<file path="config.mk">
export PLATFORM = sky130hd
export DESIGN_NAME = fifo_rd_ptr_sync
export DESIGN_NICKNAME = d
export VERILOG_FILES = /design/src/rtl/fifo_ptr_pkg.sv /design/src/rtl/sync_ndff.sv /design/src/rtl/fifo_rd_ptr_sync.sv
export SDC_FILE = /design/constraint.sdc
export NUM_CORES = 1
export LEC_CHECK = 0
export BUFFER_PORTS_ARGS = -buffer_cell sky130_fd_sc_hd__buf_4
export CAP_MARGIN = 10
export CELL_PAD_IN_SITES_DETAIL_PLACEMENT = 1
export CELL_PAD_IN_SITES_GLOBAL_PLACEMENT = 1
export CORE_UTILIZATION = 42
export CTS_CLUSTER_SIZE = 14
export DETAILED_ROUTE_END_ITERATION = 10
export GPL_TIMING_DRIVEN = 0
export HOLD_SLACK_MARGIN = 0.1
export PLACE_DENSITY = 0.82
export SKIP_LAST_GASP = 1
export SLEW_MARGIN = 20
export SYNTH_ARGS = -nofsm -noshare
export SYNTH_HDL_FRONTEND = slang
export SYNTH_SLANG_ARGS = --single-unit
</file>
<file path="constraint.sdc">
create_clock -name clk -period 4 [get_ports clk]
set_clock_uncertainty 0.1 [all_clocks]
set_input_delay 0.6 -clock clk [delete_from_list [all_inputs] [get_ports clk]]
set_output_delay 0.6 -clock clk [all_outputs]
set_load 0.005 [all_outputs]
</file>
<file path="src/rtl/fifo_ptr_pkg.sv">
`default_nettype none
// +----------------------------------------------------------------------------+
// | fifo_ptr_pkg                                                               |
// | Shared async-FIFO pointer constants and Gray/binary conversion helpers.   |
// | Rev 1.0                                                                    |
// +----------------------------------------------------------------------------+
package fifo_ptr_pkg;

  localparam int FIFO_ADDR_W      = 4;
  localparam int FIFO_SYNC_STAGES = 2;

  // Zero-extended operands convert identically, so callers of any width up
  // to 32 bits pass a widened value and truncate the result.
  function automatic logic [31:0] bin2gray(input logic [31:0] b);
    return b ^ (b >> 1);
  endfunction

  function automatic logic [31:0] gray2bin(input logic [31:0] g);
    logic [31:0] b;
    b[31] = g[31];
    for (int i = 30; i >= 0; i--) begin
      b[i] = b[i+1] ^ g[i];
    end
    return b;
  endfunction

endpackage
`default_nettype wire

</file>
<file path="src/rtl/sync_ndff.sv">
`default_nettype none
// +----------------------------------------------------------------------------+
// | sync_ndff                                                                  |
// | Multi-flop clock-domain synchronizer, asynchronous active-low reset.      |
// | Rev 1.0                                                                    |
// +----------------------------------------------------------------------------+
module sync_ndff #(
  parameter int WIDTH  = 1,
  parameter int STAGES = 2
) (
  input  logic             clk,
  input  logic             reset_n,
  input  logic [WIDTH-1:0] d_i,
  output logic [WIDTH-1:0] q_o
);

  logic [STAGES-1:0][WIDTH-1:0] sync_q;

  always_ff @(posedge clk or negedge reset_n) begin
    if (!reset_n) begin
      sync_q <= '0;
    end else begin
      sync_q <= {sync_q[STAGES-2:0], d_i};
    end
  end

  assign q_o = sync_q[STAGES-1];

endmodule
`default_nettype wire

</file>
<file path="src/rtl/fifo_rd_ptr_sync.sv">
`default_nettype none
// +----------------------------------------------------------------------------+
// | fifo_rd_ptr_sync                                                           |
// | Async FIFO read-side pointer stage: synchronizes the write Gray pointer,  |
// | keeps the read pointer and produces registered empty/level status.        |
// | Optional checks (sticky Gray-step error, underflow): FIFO_PTR_CHK_EN.     |
// | Rev 1.0                                                                    |
// +----------------------------------------------------------------------------+
module fifo_rd_ptr_sync
  import fifo_ptr_pkg::*;
#(
  parameter int ADDR_W      = FIFO_ADDR_W,
  parameter int SYNC_STAGES = FIFO_SYNC_STAGES
) (
  input  logic            clk,
  input  logic            reset_n,
  input  logic [ADDR_W:0] wr_gray_i,
  input  logic            rd_en_i,
  output logic [ADDR_W-1:0] rd_addr_o,
  output logic [ADDR_W:0] rd_ptr_o,
  output logic [ADDR_W:0] rd_gray_o,
  output logic [ADDR_W:0] wr_ptr_sync_o,
  output logic            empty_o,
  output logic [ADDR_W:0] level_o,
  output logic            gray_err_o,
  output logic            underflow_o
);

  localparam int PTR_W = ADDR_W + 1;

  logic [PTR_W-1:0] wr_gray_sync;
  logic [PTR_W-1:0] wr_bin;
  logic             accept;
  logic [PTR_W-1:0] rd_ptr_d,  rd_ptr_q;
  logic [PTR_W-1:0] rd_gray_d, rd_gray_q;
  logic [PTR_W-1:0] wr_sync_q;
  logic             empty_d,   empty_q;
  logic [PTR_W-1:0] level_d,   level_q;

  sync_ndff #(
    .WIDTH  (PTR_W),
    .STAGES (SYNC_STAGES)
  ) u_wr_sync (
    .clk     (clk),
    .reset_n (reset_n),
    .d_i     (wr_gray_i),
    .q_o     (wr_gray_sync)
  );

  assign wr_bin = PTR_W'(gray2bin(32'(wr_gray_sync)));

  // Status is computed from the post-read pointer so empty asserts on the
  // same edge as the final read.
  always_comb begin
    accept    = rd_en_i && !empty_q;
    rd_ptr_d  = rd_ptr_q + PTR_W'(accept);
    rd_gray_d = PTR_W'(bin2gray(32'(rd_ptr_d)));
    empty_d   = (rd_ptr_d == wr_bin);
    level_d   = wr_bin - rd_ptr_d;
  end

  always_ff @(posedge clk or negedge reset_n) begin
    if (!reset_n) begin
      rd_ptr_q  <= '0;
      rd_gray_q <= '0;
      wr_sync_q <= '0;
      empty_q   <= 1'b1;
      level_q   <= '0;
    end else begin
      rd_ptr_q  <= rd_ptr_d;
      rd_gray_q <= rd_gray_d;
      wr_sync_q <= wr_bin;
      empty_q   <= empty_d;
      level_q   <= level_d;
    end
  end

  assign rd_ptr_o      = rd_ptr_q;
  assign rd_addr_o     = rd_ptr_q[ADDR_W-1:0];
  assign rd_gray_o     = rd_gray_q;
  assign wr_ptr_sync_o = wr_sync_q;
  assign empty_o       = empty_q;
  assign level_o       = level_q;

`ifdef FIFO_PTR_CHK_EN
  logic [PTR_W-1:0] gray_prev_q;
  logic             gray_err_d,  gray_err_q;
  logic             underflow_d, underflow_q;

  // A legal Gray pointer moves at most one bit between samples.
  always_comb begin
    gray_err_d  = gray_err_q  | ($countones(wr_gray_sync ^ gray_prev_q) > 1);
    underflow_d = underflow_q | (rd_en_i & empty_q);
  end

  always_ff @(posedge clk or negedge reset_n) begin
    if (!reset_n) begin
      gray_prev_q <= '0;
      gray_err_q  <= 1'b0;
      underflow_q <= 1'b0;
    end else begin
      gray_prev_q <= wr_gray_sync;
      gray_err_q  <= gray_err_d;
      underflow_q <= underflow_d;
    end
  end

  assign gray_err_o  = gray_err_q;
  assign underflow_o = underflow_q;
`else
  assign gray_err_o  = 1'b0;
  assign underflow_o = 1'b0;
`endif

endmodule
`default_nettype wire

</file>
; ---- Word-level counts from Yosys, hierarchy flattened
; Index checks and enable logic that the tools add are counted.
[totals]
ff_bits = 31
latch_bits = 0
mem_bits_rw = 0
romBits = 0
inputBits = 8
output_inout_bits = 27
elab_cells = 17
mem_count = 0
[classes]
n_addsub = 2
multipliers = 0
div = 0
order_cmp = 0
eq_ne = 1
shifts = 0
mux = 0
n_bitwise = 5
reduce_logical = 2
[op_table]
columns = operator, count
row1 = adder 5 x 1 -> 5 bit, 1
row2 = equality test 5 bit, 1
row3 = subtractor 5 bit, 1
row4 = XOR 5 x 4 -> 5 bit, 1
row5 = XOR 1 bit, 4
row6 = logical AND 1 bit, 1
row7 = logical NOT 1 bit, 1

; ---- Logic depth before layout (Yosys ltp)
; Gate-level depths: netlist (run 1).
[logic_depth]
word_depth = 5
mapped_depth = 10

; ---- Hierarchy
; Synthesis (run 1) repeated with hierarchy kept, for this count alone.
[hier_totals]
cells_unflattened = 84
hier_area_um2 = 1193.6
[modules_own_cells]
columns = module, instances, cells_each, area_per_inst_um2, seq_area_each_um2
row1 = fifo_rd_ptr_sync, 1, 69, 905.9, 501.7
row2 = sync_ndff, 1, 15, 287.8, 250.2

; ---- Worst setup path after synthesis (run 1)
; OpenSTA, ideal clock, no wires.
[synth_timing]
kind = reg2reg
from = reg u_wr_sync.sync_q, in the netlist u_wr_sync.q_o[4]
to = reg level_q[4], in the netlist level_o[4]
arrival_time_ps = 2350
required_ps = 3820
setup_slack_ps = 1470
path_stages_with_launch = 11
n_path_buf = 0
period_less_slack_ps = 2530
cell_sequence = dfrtp_1 -> xor2_1 -> xnor2_1 -> inv_1 -> xnor2_2 -> xor2_1 -> ha_1 -> fa_1 -> a21boi_2 -> a221o_1 -> xnor2_1
[synth_between]
elab_chain_len = 5
[synth_rtl]
columns = element, line_no
row1 = start: declaration, sync_ndff.sv:17  ; logic [STAGES-1:0][WIDTH-1:0] sync_q;
row2 = start signal: assignment, sync_ndff.sv:23  ; sync_q <= {sync_q[STAGES-2:0], d_i};
row3 = XOR 1 bit (*), fifo_ptr_pkg.sv:22  ; b[i] = b[i+1] ^ g[i];
row4 = named net wr_bin[3], fifo_rd_ptr_sync.sv:32  ; logic [PTR_W-1:0] wr_bin;
row5 = XOR 1 bit (*), fifo_ptr_pkg.sv:22
row6 = named net wr_bin[2], fifo_rd_ptr_sync.sv:32
row7 = XOR 1 bit (2 in series), fifo_ptr_pkg.sv:22
row8 = subtractor 5 bit (*), fifo_rd_ptr_sync.sv:59  ; level_d = wr_bin - rd_ptr_d;
row9 = named net level_d[4], fifo_rd_ptr_sync.sv:38  ; logic [PTR_W-1:0] level_d, level_q;
row10 = end signal: assignment, fifo_rd_ptr_sync.sv:74  ; level_q <= level_d;
row11 = end: declaration, fifo_rd_ptr_sync.sv:38
; The timed path passes the listed nets; every way through them passes the cells marked *.

; ---- Worst setup path after layout (run 1)
; Ends and elaborated chain as after synthesis.

==> impl_metrics.py, run 1 <==
metrics = {
    "run_status": {
        "status": "completed",
    },
    "finish": {
        "antenna_cells": 0,
        "final_cell_mix": "buf_4, dfrtp_1, xnor2_1",
        "final_cells": 150,
        "fin_nets": 134,
        "final_common_cell": "buf_4",
        "syn_to_final_growth_pct": 29.1,
        "layout-drive-gt1-share": 0.408,
    },
    "logic_synthesis": {
        "yosys_warnings": 0,
        "ys_seq_elements": 30,
        "synthMuxAreaShare": 0,
        "yosysTopAreaCell": "dfrtp_1",
        "netlist_top_cells_area": "dfrtp_1, xnor2_1, ha_1",
        "yosysSeqAreaShare": 0.650,
        "ys_types": 19,
        "synth_top_area_frac": 0.628,
        "yosys.area_share.adder": 0.0801,
        "synth_xor_area_frac": 0.142,
        "syn-instance-count": 79,
        "netlist_area_um2": 1160,
        "synth-simple-area-share": 0.0303,
        "synth_compound_area_frac": 0.0227,
        "synth_top_family_by_area": "XOR/XNOR gates",
        "syn_area_per_cell_um2": 14.6,
    },
    "route": {
        "drc": 0,
        "wl_per_cell_um": 12.8,
        "drt_iter0_drc": 11,
        "drtPass1Iterations": 3,
        "vias": 683,
        "wl_mm": 1.92,
        "via_per_inst": 4.55,
        "ant_nets": 0,
    },
    "placement": {
        "gp_congestion": 0.687,
        "dp_hpwl_mm": 1.52,
        "port_buffers": 32,
        "dpl_worst_slack_ns": 1.20,
        "dp_cells": 142,
    },
    "floorplan": {
        "std_cell_rows": 18,
        "ios": 35,
        "coreArea_um2": 2540,
        "die_h_um": 54.5,
        "fp.dieW_um": 54.5,
        "die_area_um2": 2970,
        "start_util": 0.454,
    },
    "clock_tree": {
        "clk_latency_ns": 0.32,
        "clkSlewWorstSetupHoldPaths_ns": 0.08,
        "cts.sinks": 30,
        "clk_path_buf_depth": 2,
        "cts-root-buf": "clkbuf_4",
        "cts_inserted_buffers": 5,
        "cts_tree": "done",
        "htree_levels": 2,
        "ctsResizeCount": 0,
    },
    "setup_path": {
        "required_ns": 4.15,
        "critical_path.max_fanout": 4,
        "cp_slowest_cell": "fa_1",
        "cpPeakStageDelay_ns": 0.51,
        "crit_path_cell_trace": "xor2_1 -> xnor2_1 -> inv_1 -> xnor2_2 -> xor2_1 -> ha_1 -> fa_1 -> a21boi_2 -> a221o_1 -> xnor2_1",
        "crit_family": "XOR/XNOR gates",
        "cp-start-kind": "flop",
        "critPathKind": "flop to flop",
        "critPathBufInv": 1,
        "crit_arrival_ns": 2.91,
        "setup.worst_path.end": "level_o[4]$_DFF_PN0_",
        "rr_worst_depth": 10,
        "crit_start": "u_wr_sync.q_o[4]$_DFF_PN0_",
        "ff2ff_setup_slack_ns": 1.24,
        "path_depth": 10,
        "reg2reg_to": "level_o[4]$_DFF_PN0_",
        "reg2reg_from": "u_wr_sync.q_o[4]$_DFF_PN0_",
        "worst_setup_path_end_kind": "flop",
    },
    "timing": {
        "layout_worst_path_cycle_share": 0.690,
        "setup_slack_ns": 1.24,
        "setup_tns_ns": 0,
        "fin_crit_ns": 2.76,
        "final_hold_viol_count": 0,
        "setup_viol": 0,
        "rsz0062_at_grt": "no",
        "fmax_mhz": 362,
        "final_max_slew_viol_count": 0,
    },
    "grt": {
        "grt_first_pass_wirelength_mm": 3.28,
        "grt_max_degree": 31,
        "antenna_found_initial": 0,
        "grt_pass1_vias": 695,
        "grt.total_usage": 0.174,
        "overflow": 0,
    },
    "power": {
        "p_leak_uw": 0.000738,
        "worst_ir_drop_vdd_v": 0.000412,
        "powerDensity_nw_per_um2": 809,
    },
    "job": {
        "maxCapViolations": 0,
    },
    "min_path": {
        "hold_class": "flop to flop",
    },
}
-- worst reg2reg max path, cell delays in order (launching register included) --
cell and delay (ns):
dfrtp_1 0.41, xor2_1 0.28, xnor2_1 0.19, inv_1 0.15, xnor2_2 0.28, xor2_1 0.12
ha_1 0.25, fa_1 0.51, a21boi_2 0.14, a221o_1 0.15, xnor2_1 0.11
-- cell usage after synthesis --
library cell	number
a21boi_2	1
fa_1	1
dfrtp_1	29
inv_1	8
nand3_1	3
nor3b_1	1
a221o_1	1
dfstp_2	1
xnor2_2	1
a21oi_1	1
xor2_2	1
ha_1	5
conb_1	1
buf_4	7
nor2_2	1
xnor2_1	9
nor2b_1	1
maj3_1	1
xor2_1	6
-- report_power, final --
| part | switching, µW | internal, µW |
|---|---|---|
| combinational | 263 | 333 |
| sequential | 51.8 | 404 |
| clock | 89.9 | 66.1 |
| total | 405 | 802 |
-- layer usage --
| layer | global-route usage | wire length, µm | vias up |
|---|---|---|---|
| li1 | - | - | 319 |
| met1 | 0.178 | 691 | 329 |
| met2 | 0.289 | 997 | 30 |
| met3 | 0.0889 | 188 | 5 |
| met4 | 0.0897 | 46 | 0 |
| met5 | 0 | 0 | - |
-- cell type report --
cell class | instances | area [µm²]
buffer | 7 | 52.6
clock buffer | 7 | 45.0
fill | 283 | 1050
inverter | 8 | 30.0
multi-input combinational | 35 | 325
sequential | 30 | 752
tap | 30 | 37.5
timing repair buffer | 33 | 250
-- cells by family after synthesis --
| group | after synthesis |
|---|---|
| AO/OA/AOI/OAI | 3 |
| XOR/XNOR | 17 |
| adder cells (fa/ha/maj) | 7 |
| buffers and inverters | 15 |
| flip-flops | 30 |
| other | 1 |
| AND/OR/NAND/NOR | 6 |
-- state kept, by name, indices dropped and copies added (netlist names) --
register and count:
empty_o 1, level_o 5, rd_gray_o 5, rd_ptr_o 4, u_wr_sync.q_o 5, u_wr_sync.sync_q 5, wr_ptr_sync_o 5
-- per-stage QoR --
| stage | hold WS [ns] | utilization | area, µm² | total power, µW |
|---|---|---|---|---|
| floorplan | 0.204 | - | 1160 | 816 |
| global placement | 0.233 | 0.565 | 1440 | 1040 |
| detailed placement | 0.240 | 0.565 | 1440 | 1070 |
| CTS | 0.260 | 0.587 | 1490 | 1240 |
| finish | 0.254 | 0.587 | 1490 | 1210 |
| global route | 0.259 | 0.587 | 1490 | 1330 |
-- how the worst min path moves through the flow --
stage | from | endpoint | slack [ns] | depth (start not counted)
2_1_floorplan | reset_n | level_o[0]$_DFF_PN0_ | 0.20 | 0
3_3_place_gp | u_wr_sync.sync_q[4]$_DFF_PN0_ | u_wr_sync.q_o[4]$_DFF_PN0_ | 0.23 | 0
3_5_place_dp | u_wr_sync.sync_q[0]$_DFF_PN0_ | u_wr_sync.q_o[0]$_DFF_PN0_ | 0.24 | 0
4_1_cts | u_wr_sync.sync_q[0]$_DFF_PN0_ | u_wr_sync.q_o[0]$_DFF_PN0_ | 0.26 | 0
5_1_grt | wr_gray_i[1] | u_wr_sync.sync_q[1]$_DFF_PN0_ | 0.26 | 1
6_report | u_wr_sync.sync_q[0]$_DFF_PN0_ | u_wr_sync.q_o[0]$_DFF_PN0_ | 0.25 | 0
-- timing repair --
action / 4_1_cts / 5_1_grt
hold buffers: 1 / 0
endpoints found under the hold margin: 29 / 0
setup buffers: 0 / 0
Note: power is estimated with default switching activity, not from simulation.
==> run 2, diff against run 1 <==
Settings changed: ABC_AREA set to 1, CORE_UTILIZATION 42 to 35, PLACE_DENSITY 0.82 to 0.74.
Clock period 4 ns to 2.4 ns, I/O delays scaled along.
==> impl_metrics.py, run 2 <==
metrics = {
    "route": {
        "ant_nets": 0,
        "via_per_inst": 4.20,
        "dr_wl_met3_um": 103,
        "dr.max_layer_used": "met4",
        "vias": 856,
        "drt_iter0_drc": 17,
        "met2_length_mm": 1.31,
        "wl_mm": 2.38,
        "drtPass1Iterations": 4,
        "drc": 0,
        "wl_per_cell_um": 11.7,
        "drt-met1-wl_um": 946,
    },
    "setup_path": {
        "critical_path.max_fanout": 4,
        "ff2ff_setup_slack_ns": 0.09,
        "critPathKind": "flop to flop",
        "cp-start-kind": "flop",
        "required_ns": 2.50,
        "worst_setup_path_end_kind": "flop",
        "crit_arrival_ns": 2.41,
        "reg2reg_to": "level_o[4]$_DFF_PN0_",
        "setup.worst_path.end": "level_o[4]$_DFF_PN0_",
        "reg2reg_from": "u_wr_sync.q_o[3]$_DFF_PN0_",
        "rr_worst_depth": 12,
        "crit_start": "u_wr_sync.q_o[3]$_DFF_PN0_",
    },
    "timing": {
        "final_max_slew_viol_count": 0,
        "fmax_mhz": 434,
        "setup_tns_ns": 0,
        "fin_crit_ns": 2.31,
        "layout_worst_path_cycle_share": 0.961,
        "final_hold_viol_count": 0,
        "setup_viol": 0,
    },
    "power": {
        "p_seq_frac": 0.369,
        "p_comb_frac": 0.503,
        "p_clk_frac": 0.128,
        "internal_power_uw": 1320,
        "powerDensity_nw_per_um2": 1210,
        "swShare": 0.358,
        "switching_power_uw": 738,
        "worst_ir_drop_vdd_v": 0.000455,
        "p_leak_uw": 0.000890,
    },
    "placement": {
        "dp_cells": 188,
        "dp_hpwl_mm": 1.75,
        "post_dp_cell_area_um2": 1580,
        "gp_congestion": 0.774,
        "port_buffers": 32,
    },
    "min_path": {
        "min_from": "u_wr_sync.sync_q[1]$_DFF_PN0_",
        "hold_class": "flop to flop",
        "whs_path_depth": 0,
    },
    "finish": {
        "final_common_cell": "buf_4",
        "final_cells": 204,
        "final.fill_count": 385,
        "fin_util": 0.501,
        "antenna_cells": 0,
        "syn_to_final_growth_pct": 34.0,
        "fin_area_um2": 1710,
        "layout-drive-gt1-share": 0.373,
        "fin_nets": 171,
        "final_cell_mix": "buf_4, dfrtp_1, nand2_1",
    },
    "job": {
        "maxCapViolations": 0,
    },
    "clock_tree": {
        "clk_path_buf_depth": 2,
        "cts.sinks": 30,
        "clk_latency_ns": 0.31,
        "cts_tree": "done",
        "htree_levels": 2,
        "cts_inserted_buffers": 5,
        "cts-root-buf": "clkbuf_4",
        "clkSlewWorstSetupHoldPaths_ns": 0.08,
    },
    "grt": {
        "grt_first_pass_wirelength_mm": 3.92,
        "overflow": 0,
        "grt.total_usage": 0.132,
        "antenna_found_initial": 0,
        "grt_pass1_vias": 935,
        "grt_max_degree": 31,
    },
    "logic_synthesis": {
        "ys_seq_elements": 30,
        "ys_top_cells_by_count": "dfrtp_1, nand2_1, inv_1",
        "netlist_area_um2": 1280,
        "synthArstFlopShare": 1.00,
        "yosysTopAreaCell": "dfrtp_1",
        "synth_edf_count": 0,
        "synth_top_area_frac": 0.569,
        "netlist_top_cells_area": "dfrtp_1, ha_1, xor2_1",
        "yosys_warnings": 0,
        "yosysMostFrequentCell": "dfrtp_1",
        "ys_types": 19,
        "yosysSeqAreaShare": 0.589,
        "syn_area_per_cell_um2": 11.7,
        "syn-instance-count": 109,
        "synth_flop_cell": "dfrtp_1",
    },
    "floorplan": {
        "die_h_um": 62.4,
        "fp.dieW_um": 62.4,
        "ios": 35,
        "std_cell_rows": 21,
        "coreArea_um2": 3420,
        "start_util": 0.374,
        "die_area_um2": 3890,
    },
    "run_status": {
        "status": "completed",
    },
}
[run 2: changes by cell type in the layout (fill, tap and decap cells not counted), sizes merged, moves of 2 or more]
cell and change:
nand3 +7, nor2 +5, inv +8, xnor2 -5, xor2 +2, buf +2
dlygate4sd3 +5, nand2 +18
[run 2: per-stage QoR]
step	hold WS [ns]	setup WS [ns]	total power (µW)
floorplan	-0.0356	0.238	1360
global placement	0.200	0.105	1750
detailed placement	0.206	0.0442	1780
CTS	0.257	0.0219	2070
global route	0.264	-0.0379	2250
finish	0.256	0.0934	2060
[run 2: final cells by class]
cell class	instances	area, µm²	share of cell area
plain buffers	7	52.6	0.0307
clock buffers	8	48.8	0.0285
inverters	16	60.1	0.0351
multi-input cells	57	423	0.247
flip-flops and latches	30	753	0.440
well taps	46	57.6	0.0337
repair buffers	40	315	0.184
[run 2: what timing repair did]
| action | 4_1_cts | 5_1_grt |
|---|---|---|
| hold endpoints to repair | 34 | 0 |
| resized for setup | 0 | 4 |
| endpoints found under the setup margin | 0 | 2 |
| buffers inserted | 0 | 2 |
| hold buffers | 6 | 0 |
[run 2: cell families after synthesis]
family,count (synthesis),share of synthesized area
xor gates and xnor gates,14,0.128
adders and majority gates,6,0.0647
buffers and inverters,23,0.0882
DFF,30,0.589
other,1,0.00294
and+or+nand+nor,35,0.126
[run 2: power by group through the flow]
stage          Sequential, µW  Clock [µW]  Combinational (µW)
6_report                  761         264                1040
5_1_grt                   785         296                1170
4_1_cts                   765         276                1030
3_5_place_dp              773           0                1010
3_3_place_gp              768           0                 985
2_1_floorplan             777           0                 583
[run 2: per-layer routing]
| layer | up-vias | track usage |
|---|---|---|
| li1 | 414 | - |
| met1 | 416 | 0.132 |
| met2 | 24 | 0.251 |
| met3 | 2 | 0.0365 |
| met4 | 0 | 0.0610 |
| met5 | - | 0 |
[run 2: worst min-delay path by stage]
| stage | to |
|---|---|
| after floorplan | level_o[0]$_DFF_PN0_ |
| after global placement | u_wr_sync.sync_q[4]$_DFF_PN0_ |
| after detailed placement | u_wr_sync.q_o[3]$_DFF_PN0_ |
| after CTS | u_wr_sync.q_o[2]$_DFF_PN0_ |
| after global routing | u_wr_sync.q_o[1]$_DFF_PN0_ |
| final | u_wr_sync.q_o[1]$_DFF_PN0_ |
[run 2: worst max-delay path, stage by stage (launching register included)]
cell     delay [ns]
dfrtp_1        0.40
inv_1          0.09
nand2_1        0.09
nand3_2        0.13
nand2_4        0.09
xor2_4         0.17
xor2_1         0.15
ha_2           0.20
fa_1           0.45
inv_2          0.09
nand3_1        0.10
nand3_1        0.08
nand2_1        0.06
==> run 3, diff against run 2 <==
Settings changed: CELL_PAD_IN_SITES_GLOBAL_PLACEMENT 1 to 2, CORE_UTILIZATION 35 to 29.
==> impl_metrics.py, run 3 (synthesis gave the netlist of run 2 again) <==
metrics = {
    "placement": {
        "port_buffers": 32,
        "gp_congestion": 0.753,
        "post_dp_cell_area_um2": 1580,
        "dp_hpwl_mm": 1.78,
        "dpl_worst_slack_ns": 0.0280,
    },
    "clock_tree": {
        "htree_levels": 2,
        "cts_tree": "done",
        "clkSlewWorstSetupHoldPaths_ns": 0.06,
        "clk_path_buf_depth": 2,
        "cts_inserted_buffers": 5,
        "clk_latency_ns": 0.28,
        "cts.sinks": 30,
        "cts-root-buf": "clkbuf_8",
    },
    "floorplan": {
        "start_util": 0.310,
        "coreArea_um2": 4120,
        "fp.dieW_um": 68.3,
        "ios": 35,
        "die_area_um2": 4670,
        "std_cell_rows": 23,
        "die_h_um": 68.3,
    },
    "timing": {
        "fin_crit_ns": 2.26,
        "layout_worst_path_cycle_share": 0.940,
        "fmax_mhz": 443,
        "setup_viol": 0,
        "final_hold_viol_count": 0,
        "setup_slack_ns": 0.144,
        "hold_ws_ns": 0.246,
        "final_max_slew_viol_count": 0,
    },
    "grt": {
        "antenna_found_initial": 0,
        "grt_first_pass_wirelength_mm": 3.85,
        "overflow": 0,
        "grt_pass1_vias": 858,
        "grt_max_degree": 31,
        "grt.total_usage": 0.124,
    },
    "run_status": {
        "status": "completed",
    },
    "route": {
        "drc": 0,
        "via_per_inst": 4.19,
        "wl_mm": 2.37,
        "ant_nets": 0,
        "drt_iter0_drc": 26,
        "drtPass1Iterations": 4,
        "wl_per_cell_um": 11.4,
        "vias": 871,
    },
    "finish": {
        "syn_to_final_growth_pct": 39.3,
        "fin_area_um2": 1780,
        "layout-drive-gt1-share": 0.392,
        "fin_nets": 171,
        "final_common_cell": "buf_4",
        "final_cell_mix": "buf_4, dfrtp_1, nand2_1",
        "antenna_cells": 0,
    },
    "setup_path": {
        "rr_worst_depth": 13,
        "worst_setup_path_end_kind": "flop",
        "critPathKind": "flop to flop",
        "reg2reg_from": "u_wr_sync.q_o[4]$_DFF_PN0_",
        "crit_arrival_ns": 2.38,
        "reg2reg_to": "level_o[4]$_DFF_PN0_",
        "cp-start-kind": "flop",
        "critical_path.max_fanout": 5,
        "ff2ff_setup_slack_ns": 0.14,
        "required_ns": 2.52,
    },
    "power": {
        "worst_ir_drop_vdd_v": 0.000284,
        "powerDensity_nw_per_um2": 1270,
        "p_leak_uw": 0.000920,
    },
    "min_path": {
        "hold-path-endpoint": "u_wr_sync.q_o[2]$_DFF_PN0_",
        "hold_class": "flop to flop",
        "whs_path_depth": 0,
        "min_from": "u_wr_sync.sync_q[2]$_DFF_PN0_",
    },
    "job": {
        "maxCapViolations": 0,
    },
}
[run 3: worst max-delay path, stage by stage (launching register included)]
cell and delay, ns:
dfrtp_1 0.42, inv_2 0.08, nand2_1 0.07, nand3_2 0.10, nand2_4 0.09, xor2_4 0.17, xor2_1 0.15, ha_2 0.21
fa_1 0.43, inv_2 0.09, nand3_1 0.09, nand2_1 0.07, nand3_1 0.07, nand2_1 0.06
[run 3: per-layer routing]
metal	GRT usage	wire, µm
met1	0.124	898
met2	0.199	1230
met3	0.0567	150
met4	0.0938	87
met5	0	0
[run 3: stage by stage]
stage                     TNS, ns   util  std cells  power, µW
final                           0  0.432        208       2260
after floorplan                 0      -        110       1360
after CTS                       0  0.426        206       2290
after global routing      -0.0102  0.432        208       2470
after detailed placement        0  0.385        192       1800
after global placement          0  0.385        192       1770
[run 3: repair_timing]
action / in CTS / in global routing
endpoints found under the hold margin: 34 / 0
buffers inserted: 0 / 2
endpoints found under the setup margin: 0 / 3
resized for setup: 0 / 4
hold buffers: 6 / 0
[run 3: area by class of cell]
| cell class | instances | area, µm² |
|---|---|---|
| repair buffers | 40 | 315 |
| plain buffers | 7 | 52.6 |
| fillers | 475 | 2340 |
| well taps | 50 | 62.6 |
| flip-flops and latches | 30 | 752 |
| clock buffers | 8 | 110 |
| multi-input cells | 57 | 425 |
| inverters | 16 | 60.1 |
[run 3: worst max-delay path by stage]
stage          slack, ns  depth (start not counted)              endpoint                  startpoint
2_1_floorplan       0.24                         12  level_o[4]$_DFF_PN0_  u_wr_sync.q_o[4]$_DFF_PN0_
3_3_place_gp        0.07                         13  level_o[4]$_DFF_PN0_  u_wr_sync.q_o[4]$_DFF_PN0_
3_5_place_dp        0.03                         13  level_o[4]$_DFF_PN0_  u_wr_sync.q_o[4]$_DFF_PN0_
4_1_cts            0.005                         13  level_o[4]$_DFF_PN0_  u_wr_sync.q_o[4]$_DFF_PN0_
5_1_grt            -0.01                         13  level_o[4]$_DFF_PN0_  u_wr_sync.q_o[4]$_DFF_PN0_
6_report            0.14                         13  level_o[4]$_DFF_PN0_  u_wr_sync.q_o[4]$_DFF_PN0_
[run 3: where the power goes]
part | leakage, µW | internal, µW | switching, µW
clock | 0.0000575 | 289 | 180
sequential | 0.000350 | 666 | 96.3
combinational | 0.000513 | 544 | 486
